**config.mk**
```make
export PLATFORM = sky130hd
export DESIGN_NAME = ram_rr_arbiter
export DESIGN_NICKNAME = d
export VERILOG_FILES = /design/src/rtl/ram_arb_pkg.sv /design/src/rtl/rr_arbiter.sv /design/src/rtl/ram_rr_arbiter.sv
export SDC_FILE = /design/constraint.sdc
export NUM_CORES = 1
export LEC_CHECK = 0
export ABC_AREA = 1
export ABC_CLOCK_PERIOD_IN_PS = 1950
export CAP_MARGIN = 20
export CORE_MARGIN = 2
export CORE_UTILIZATION = 38
export DETAILED_ROUTE_END_ITERATION = 16
export PLACE_DENSITY_LB_ADDON = 0.25
export SYNTH_ARGS = -nofsm -noshare
export SYNTH_HDL_FRONTEND = slang
export SYNTH_SLANG_ARGS = --single-unit
export TNS_END_PERCENT = 30
```
**constraint.sdc**
```tcl
create_clock -name clk -period 1.95 [get_ports clk]
set_input_delay 0.195 -clock clk [delete_from_list [all_inputs] [get_ports clk]]
set_output_delay 0.195 -clock clk [all_outputs]
set_load 0.05 [all_outputs]
```
**src/rtl/ram_arb_pkg.sv**
```systemverilog
// Shared defaults and the RAM command type for the round-robin RAM arbiter.
package ram_arb_pkg;

  localparam int unsigned DEF_NREQ = 2;
  localparam int unsigned DEF_AW   = 4;
  localparam int unsigned DEF_DW   = 8;

  typedef struct packed {
    logic              we;
    logic [DEF_AW-1:0] addr;
    logic [DEF_DW-1:0] data;
  } ram_cmd_t;

endpackage

```
**src/rtl/rr_arbiter.sv**
```systemverilog
// Combinational round-robin pick: first asserted request at or above ptr, wrapping.
module rr_arbiter
  import ram_arb_pkg::*;
#(
  parameter int unsigned N  = DEF_NREQ,
  localparam int unsigned IW = (N > 1) ? $clog2(N) : 1
) (
  input  logic [N-1:0]  req_i,
  input  logic [IW-1:0] ptr_i,
  output logic [N-1:0]  gnt_o,
  output logic [IW-1:0] idx_o
);

  logic        w_found;
  int unsigned w_cand;

  always_comb begin
    gnt_o   = '0;
    idx_o   = '0;
    w_found = 1'b0;
    w_cand  = 0;
    for (int unsigned i = 0; i < N; i++) begin
      w_cand = 32'(ptr_i) + i;
      if (w_cand >= N) w_cand = w_cand - N;
      if (!w_found && req_i[w_cand[IW-1:0]]) begin
        w_found                  = 1'b1;
        gnt_o[w_cand[IW-1:0]]    = 1'b1;
        idx_o                    = w_cand[IW-1:0];
      end
    end
  end

endmodule

```
**src/rtl/ram_rr_arbiter.sv**
```systemverilog
// Round-robin master of a single-port synchronous RAM: registers the winning command onto
// the RAM port and returns read data two cycles after the grant, tagged to the requester.
module ram_rr_arbiter
  import ram_arb_pkg::*;
#(
  parameter int unsigned NREQ = DEF_NREQ,
  parameter int unsigned AW   = DEF_AW,
  parameter int unsigned DW   = DEF_DW
) (
  input  logic             clk,
  input  logic             rst_n,
  input  logic [NREQ-1:0]    req_i,
  input  logic [NREQ-1:0]    we_i,
  input  logic [NREQ*AW-1:0] addr_i,
  input  logic [NREQ*DW-1:0] wdata_i,
  output logic [NREQ-1:0]    gnt_o,
  output logic [NREQ-1:0]    rvalid_o,
  output logic [DW-1:0]      rdata_o,
  output logic               ram_wr,
  output logic [AW-1:0]      ram_addr,
  output logic [DW-1:0]      ram_din,
  input  logic [DW-1:0]      ram_dout
);

  localparam int unsigned IW = (NREQ > 1) ? $clog2(NREQ) : 1;

  typedef struct packed {
    logic          we;
    logic [AW-1:0] addr;
    logic [DW-1:0] data;
  } cmd_t;

  logic [IW-1:0]   r_ptr;
  logic [IW-1:0]   w_idx;
  logic [NREQ-1:0] w_gnt;
  logic            w_any;
  cmd_t            w_cmd;
  cmd_t            r_cmd;
  logic            r_s1_vld, r_s2_vld;
  logic [IW-1:0]   r_s1_id,  r_s2_id;

  rr_arbiter #(
    .N (NREQ)
  ) u_rr (
    .req_i (req_i),
    .ptr_i (r_ptr),
    .gnt_o (w_gnt),
    .idx_o (w_idx)
  );

  assign w_any = |w_gnt;
  assign gnt_o = rst_n ? w_gnt : '0;

  always_comb begin
    w_cmd.we   = we_i[w_idx];
    w_cmd.addr = addr_i[32'(w_idx)*AW +: AW];
    w_cmd.data = wdata_i[32'(w_idx)*DW +: DW];
  end

  always_ff @(posedge clk or negedge rst_n) begin
    if (!rst_n) begin
      r_ptr    <= '0;
      r_cmd    <= '0;
      r_s1_vld <= 1'b0;
      r_s1_id  <= '0;
      r_s2_vld <= 1'b0;
      r_s2_id  <= '0;
    end else begin
      if (w_any) begin
        r_ptr <= (w_idx == IW'(NREQ - 1)) ? '0 : w_idx + 1'b1;
        r_cmd <= w_cmd;
      end else begin
        // Idle: stop writing but keep address/data stable on the RAM pins.
        r_cmd.we <= 1'b0;
      end
      r_s1_vld <= w_any & ~w_cmd.we;
      r_s1_id  <= w_idx;
      r_s2_vld <= r_s1_vld;
      r_s2_id  <= r_s1_id;
    end
  end

  always_comb begin
    rvalid_o = '0;
    if (r_s2_vld) rvalid_o[r_s2_id] = 1'b1;
  end

  assign rdata_o  = ram_dout;
  assign ram_wr   = r_cmd.we;
  assign ram_addr = r_cmd.addr;
  assign ram_din  = r_cmd.data;

endmodule
```
==> impl.org <==
** Timing
- Max-slew violation count :: 0
- Count of endpoints failing hold in the final timing report :: 0
- At the pin with the least slew margin, the transition time is 0.8917 ns.
- Final clock period utilization by the worst path :: 0.9176
- Minimum setup slack in the final design :: around 0.16 ns
- Final number of setup-violating endpoints :: 0
- For the final routed database, the setup TNS stands at 0 ns.
- Worst rel slew slack :: 0.4033
- RSZ-0062 raised after global routing :: false
- Derived from the worst setup path, the maximum achievable clock frequency is 0.5589 GHz.
- Min Clock Period, post-route :: 1.789 ns
- Final Skew :: 0.003731 ns

** Placed design
- Routability Congestion :: 0.7745
- Pre-CTS setup slack :: 0.2145 ns
- Detailed placement finished with a half-perimeter wire length of 1863 um.
- During placement, the flow inserted port buffers numbering 46.

** GRT
- Entering global routing, the biggest net connects 19 pins.
- Combined global-route utilization of all metal layers :: 0.1731
- The initial antenna violation count is 0.
- Total global routing overflow :: 0
- The first global-routing pass estimated approximately 3600 um of wire.
- The number of global-route vias before repair was 883.

** Synth
- Mean area per synthesized cell :: 6.979 um2
- Proportion of netlist area held by the largest area contributor :: 0.4545
- Count of distinct cell types in the synthesized netlist :: 13
- Of all flip-flops after synthesis, the portion carrying an async set or reset was 1.000.
- The share of the Yosys chip area taken by registers is 0.4545.
- After technology mapping, the gate count stands at 142.
- Counting flops and latches in the post-synthesis netlist gives 18.
- Most common library cells after synthesis :: sky130_fd_sc_hd__nand2_1 (65), sky130_fd_sc_hd__inv_1 (19), sky130_fd_sc_hd__dfrtp_1 (18), sky130_fd_sc_hd__nand3_1 (16), sky130_fd_sc_hd__buf_4 (9)
- The most common cell in the synthesized netlist is sky130_fd_sc_hd__nand2_1.
- Counting every net in the synthesized netlist gives 180.
- Summed over all instances, the cell type with the most area after synthesis is sky130_fd_sc_hd__dfrtp_1.
- The mapped netlist covers 991.0 um2.
- Ranked by total cell area, the synthesized netlist is headed by sky130_fd_sc_hd__dfrtp_1 (45%), sky130_fd_sc_hd__nand2_1 (25%), sky130_fd_sc_hd__nand3_1 (8.1%).
- Number of enable-type register cells in the synthesized netlist :: 0
- For this run, the number of Yosys warnings is 0.
- Among all flip-flop cells after synthesis, the most frequent one is sky130_fd_sc_hd__dfrtp_1.

** Power and ir drop
- Across the VDD grid, the largest voltage drop is 0.4769 mV.
- Static Leakage :: 0.7807 nW
- Dividing total power by cell area gives a power density of 776.4 nW/um2.

** Clock tree
- TritonCTS created 3 clock buffers.
- The tree built by TritonCTS fans out to 18 sinks.
- Post-CTS Repair Setup Buffers :: 0
- Master cell of the clock root buffer :: sky130_fd_sc_hd__clkbuf_4
- Clock latency of the later-clocked register in the worst-skew pair :: 0.30 ns
- Counting along the longest clock path gives a buffer depth of 2.
- TritonCTS built the clock tree.
- Cts-stage hold buffer count :: 0
- Gates resized during post-CTS repair numbered 0.
- Clock-pin slew of the registers on the worst-case setup and hold paths :: 0.10 ns
- H-tree levels :: 1

** Critical path
- Data arrival time of the critical path :: 1.59 ns
- The endpoint identified for the worst register-to-register timing path is ram_addr[2]$_DFFE_PN0P_.
- Maximum net fanout on the critical path :: 2
- For the worst setup path, the data required time is 1.75 ns.
- CP Cell Sequence :: nor2_1 > clkdlybuf4s50_1
- Across all register-to-register paths, the minimum setup slack is 0.83 ns.
- Slowest library cell on the worst path :: sky130_fd_sc_hd__clkdlybuf4s50_1
- The worst register-to-register path has a depth of 5.
- For this run, the slowest stage of the critical path takes 0.80 ns.
- The worst setup path is captured at an output pin.
- The worst register-to-register path begins at r_ptr$_DFFE_PN0P_.
- The critical path starts at r_s2_id$_DFF_PN0_.
- The worst setup path is of the reg2out kind.
- Endpoint of the worst setup timing path :: rvalid_o[0]
- Worst setup SP type :: flip-flop

** Finish
- Of the cells placed in the final design, the portion with a size suffix greater than 1 is 0.07143.
- Fin nets :: 221
- Fillers :: 240
- 0 antenna diodes ended up in the layout.
- Area growth, synth to finish :: 49.12%

** Route
- Vias after detailed routing :: 977
- For this run, design rule violations remaining after detail routing come to 0.
- Dividing the detail-routed wire length by the instance count gives about 11 um.
- For this block, the initial DRC count from the detailed router was 15.
- Vias per std cell :: 4.608
- Wires add up to 2365 um.
- First drt pass iteration count :: 4
- Number of nets still failing antenna checks after routing :: 0

** Die
- Row generation in the floorplan step produced 18 rows.
- The floorplan step set the die height to 55.07 um.
- Area inside the core boundary :: 2477 um2
- Die width :: 55.07 um
- Die area :: between 3000 and 4000 um2
- Effective utilization at floorplan :: 0.4000
- IO Pins :: 63

** Job
- Max-cap violations in this run came to 0.

** Run status
- Run status :: finished, final reports clean

** Hold path
- The tightest min-delay check is of the in2async type.
-- metal layers --
metal  vias up  routed length (um)  GRT usage
met5         -                   0          0
met4         0                  44    0.08943
met3         4                 145    0.05376
met2        26                1247     0.3075
met1       455                 927     0.1824
li1        492                   -          -
-- worst min-delay path by stage --
stage	from	end	slack, ns
3_5_place_dp	r_s1_id$_DFF_PN0_	r_s2_id$_DFF_PN0_	0.34
4_1_cts	rst_n	r_s1_vld$_DFF_PN0_	0.25
2_1_floorplan	rst_n	r_ptr$_DFFE_PN0P_	-0.10
3_3_place_gp	r_s1_id$_DFF_PN0_	r_s2_id$_DFF_PN0_	0.34
6_report	rst_n	ram_din[4]$_DFFE_PN0P_	0.25
5_1_grt	rst_n	ram_din[4]$_DFFE_PN0P_	0.26
-- through the flow --
stage               total power [mW]  hold slack (ns)  cells  utilization  cell area (um2)
global route                   1.217           0.2586    212       0.5965             1478
floorplan                     0.7792          -0.1006    142            -            991.0
global placement              0.9233           0.3365    208       0.5818             1441
detailed placement            0.9310           0.3364    208       0.5818             1441
CTS                            1.162           0.2511    212       0.5965             1478
finish                         1.147           0.2479    212       0.5965             1478
-- layout by cell type (no fill, tap or decap), drive strengths merged --
cell            n
dfrtp          18
clkbuf          4
a21oi           1
nand2          68
o21ai           1
buf             6
clkdlybuf4s50  44
nor2            5
inv            19
nand3          16
-- where the power goes --
group	total, mW	leakage, nW	internal [mW]	switching, mW
Sequential	0.452	0.211	0.424	0.0275
Clock	0.227	0.0210	0.114	0.113
Combinational	0.468	0.549	0.181	0.287
-- state kept, by name, indices dropped and copies added, names as in the netlist --
name      count
r_s1_vld      1
ram_din       8
r_s2_id       1
r_s1_id       1
ram_addr      4
r_ptr         1
r_s2_vld      1
ram_wr        1
-- layout make-up --
| cell class | count | area [um2] | area share |
|---|---|---|---|
| inverter | 19 | 71.32 | 0.04826 |
| multi-input combinational | 91 | 371.6 | 0.2515 |
| tap | 30 | 37.54 | 0.02540 |
| timing repair buffer | 50 | 510.5 | 0.3455 |
| clock buffer | 4 | 36.28 | 0.02456 |
| sequential | 18 | 450.4 | 0.3048 |
-- cells by family after synthesis --
| group | after synthesis | synth area share |
|---|---|---|
| flip-flops | 18 | 0.4545 |
| buffers and inverters | 33 | 0.1704 |
| AO/OA/AOI/OAI | 2 | 0.01009 |
| AND/OR/NAND/NOR | 89 | 0.3649 |
-- critical path: cells and delay by family (launching register included) --
kind / cells / cell delay, ns
simple gates: 1 / 0.11
buf+inv: 1 / 0.80
flops: 1 / 0.39
No activity file was read; power rests on OpenSTA's default activity.
==> patch, RTL diff (same flow settings) <==
Set the package constant `DEF_AW` to 5 (it was 4).
--- a/src/rtl/ram_arb_pkg.sv
+++ b/src/rtl/ram_arb_pkg.sv
@@ -2,7 +2,7 @@
 package ram_arb_pkg;
 
   localparam int unsigned DEF_NREQ = 2;
-  localparam int unsigned DEF_AW   = 4;
+  localparam int unsigned DEF_AW   = 5;
   localparam int unsigned DEF_DW   = 8;
 
   typedef struct packed {
Interface: changed (resized addr_i and ram_addr); port bits go from 63 to 66. The function was not compared with the original's and may differ.
==> patch against the unedited design <==
  * The flow now finishes with violations (DRC)
  * Combinational power rose by 11%
  * Register-to-register slack lost 0.10 ns
  * Design area grew 9.7%
  * Wire length up 14%
  * Setup slack gained 0.0060 ns
  * Clock skew rose by 0.0024 ns
  * Global-route usage decreased by 1.3 points
  * First-iteration DRC count up 73%
  * Sequential power up 5.8%
  * Synthesized area is 15% higher
  * Sequential cell count rose by 1
  * Total power up 4.9%
  * Critical path type unchanged
  * Largest power group unchanged
  * Highest routed layer unchanged
==> patch: results (changes against the unedited design) <==
metric;value;unit;change
grt_max_degree;20;;+1
synth_area_leaders;dfrtp_1 (42%), nand2_1 (19%), nand3b_1 (8.6%);;
grt_pass1_vias;992;;+12%
nNetsFinal;224;;+1.4%
vias_per_cell;4.86;;+5.4%
clk_pin_slew_worst_paths;0.12;ns;+0.02 ns
power.leakage;0.783;nW;+0.23%
dr.pass1.iters;10;;+6
final_layout_size_suffix_gt1_share;11.5;%;+4.3 points
hp-class;in2async;;
yosysSeqAreaShare;41.7;%;-3.8 points
synth_commonest_cells;nand2_1 (57), dfrtp_1 (19), nand3_1 (17);;
ir_drop;276;uV;-42%
route.detailed.drc;2;;+2
grt_pass1_wl;4.20;mm;+16%
io_buffers;49;;+6.5%
status;complete, but fails checks;;
synth_cell_type_count;19;;+6
wirelength;2.70;mm;+14%
fin_skew;0.00611;ns;+0.00238 ns
violations;DRC;;
r2r-end;ram_addr[0]$_DFFE_PN0P_;;
gp_congestion;0.793;;+2.4%
place_ws;0.280;ns;+0.0654 ns
worstMarginPinSlew;0.501;ns;-0.391 ns
grtUsageTotal;16.0;%;-1.3 points
rrSetupSlack;0.73;ns;-0.10 ns
dp_hpwl;2.07;mm;+11%
hold_slack;0.259;ns;+0.0108 ns
## patch: cell type report
| class | count | area, um2 |
|---|---|---|
| fill | 278 | 1180 |
| timing repair buffer | 55 | 556 |
| multi-input combinational | 97 | 489 |
| sequential | 19 | 475 |
| tap | 31 | 38.8 |
| inverter | 8 | 32.5 |
| clock buffer | 3 | 22.5 |
| clock inverter | 1 | 7.51 |
## patch: metrics by stage
stage / instance area (um2) / std cells / util, %
after floorplan: 1140 / 140 / -
after global routing: 1620 / 214 / 57.8
after CTS: 1620 / 214 / 57.8
final: 1620 / 214 / 57.8
after detailed placement: 1590 / 210 / 56.7
after global placement: 1590 / 210 / 56.7
## patch: critical path: cells and delay by family, from the launching register on
family / cells / cell delay, ns
buffers and inverters: 1 / 0.80
flip-flops: 1 / 0.40
AND/OR/NAND/NOR: 1 / 0.10
## patch: kinds of logic after synthesis
group,Yosys count,synth area share (%)
and+or+nand+nor,95,42.0
buffers and inverters,24,15.5
DFF,19,41.7
AOI/OAI and AO/OA,2,0.876
## patch: per-layer routing
layer | track usage [%] | wire length, um
met4 | 5.84 | 38
met1 | 18.8 | 1130
met2 | 28.9 | 1360
met3 | 2.86 | 171
met5 | 0 | 0
## patch: worst max-delay path by stage
stage / start / end / slack, ns
floorplan: r_ptr$_DFFE_PN0P_ / gnt_o[1] / 0.28
global placement: req_i[1] / gnt_o[1] / 0.29
detailed placement: req_i[1] / gnt_o[1] / 0.28
CTS: r_s2_id$_DFF_PN0_ / rvalid_o[0] / 0.15
global route: r_s2_id$_DFF_PN0_ / rvalid_o[0] / 0.09
finish: r_s2_id$_DFF_PN0_ / rvalid_o[0] / 0.17
## patch: report_power, final
group	switching, mW	total (mW)	internal, mW
clock	0.127	0.205	0.0779
combinational	0.315	0.520	0.206
sequential	0.0308	0.478	0.448
total	0.473	1.20	0.731
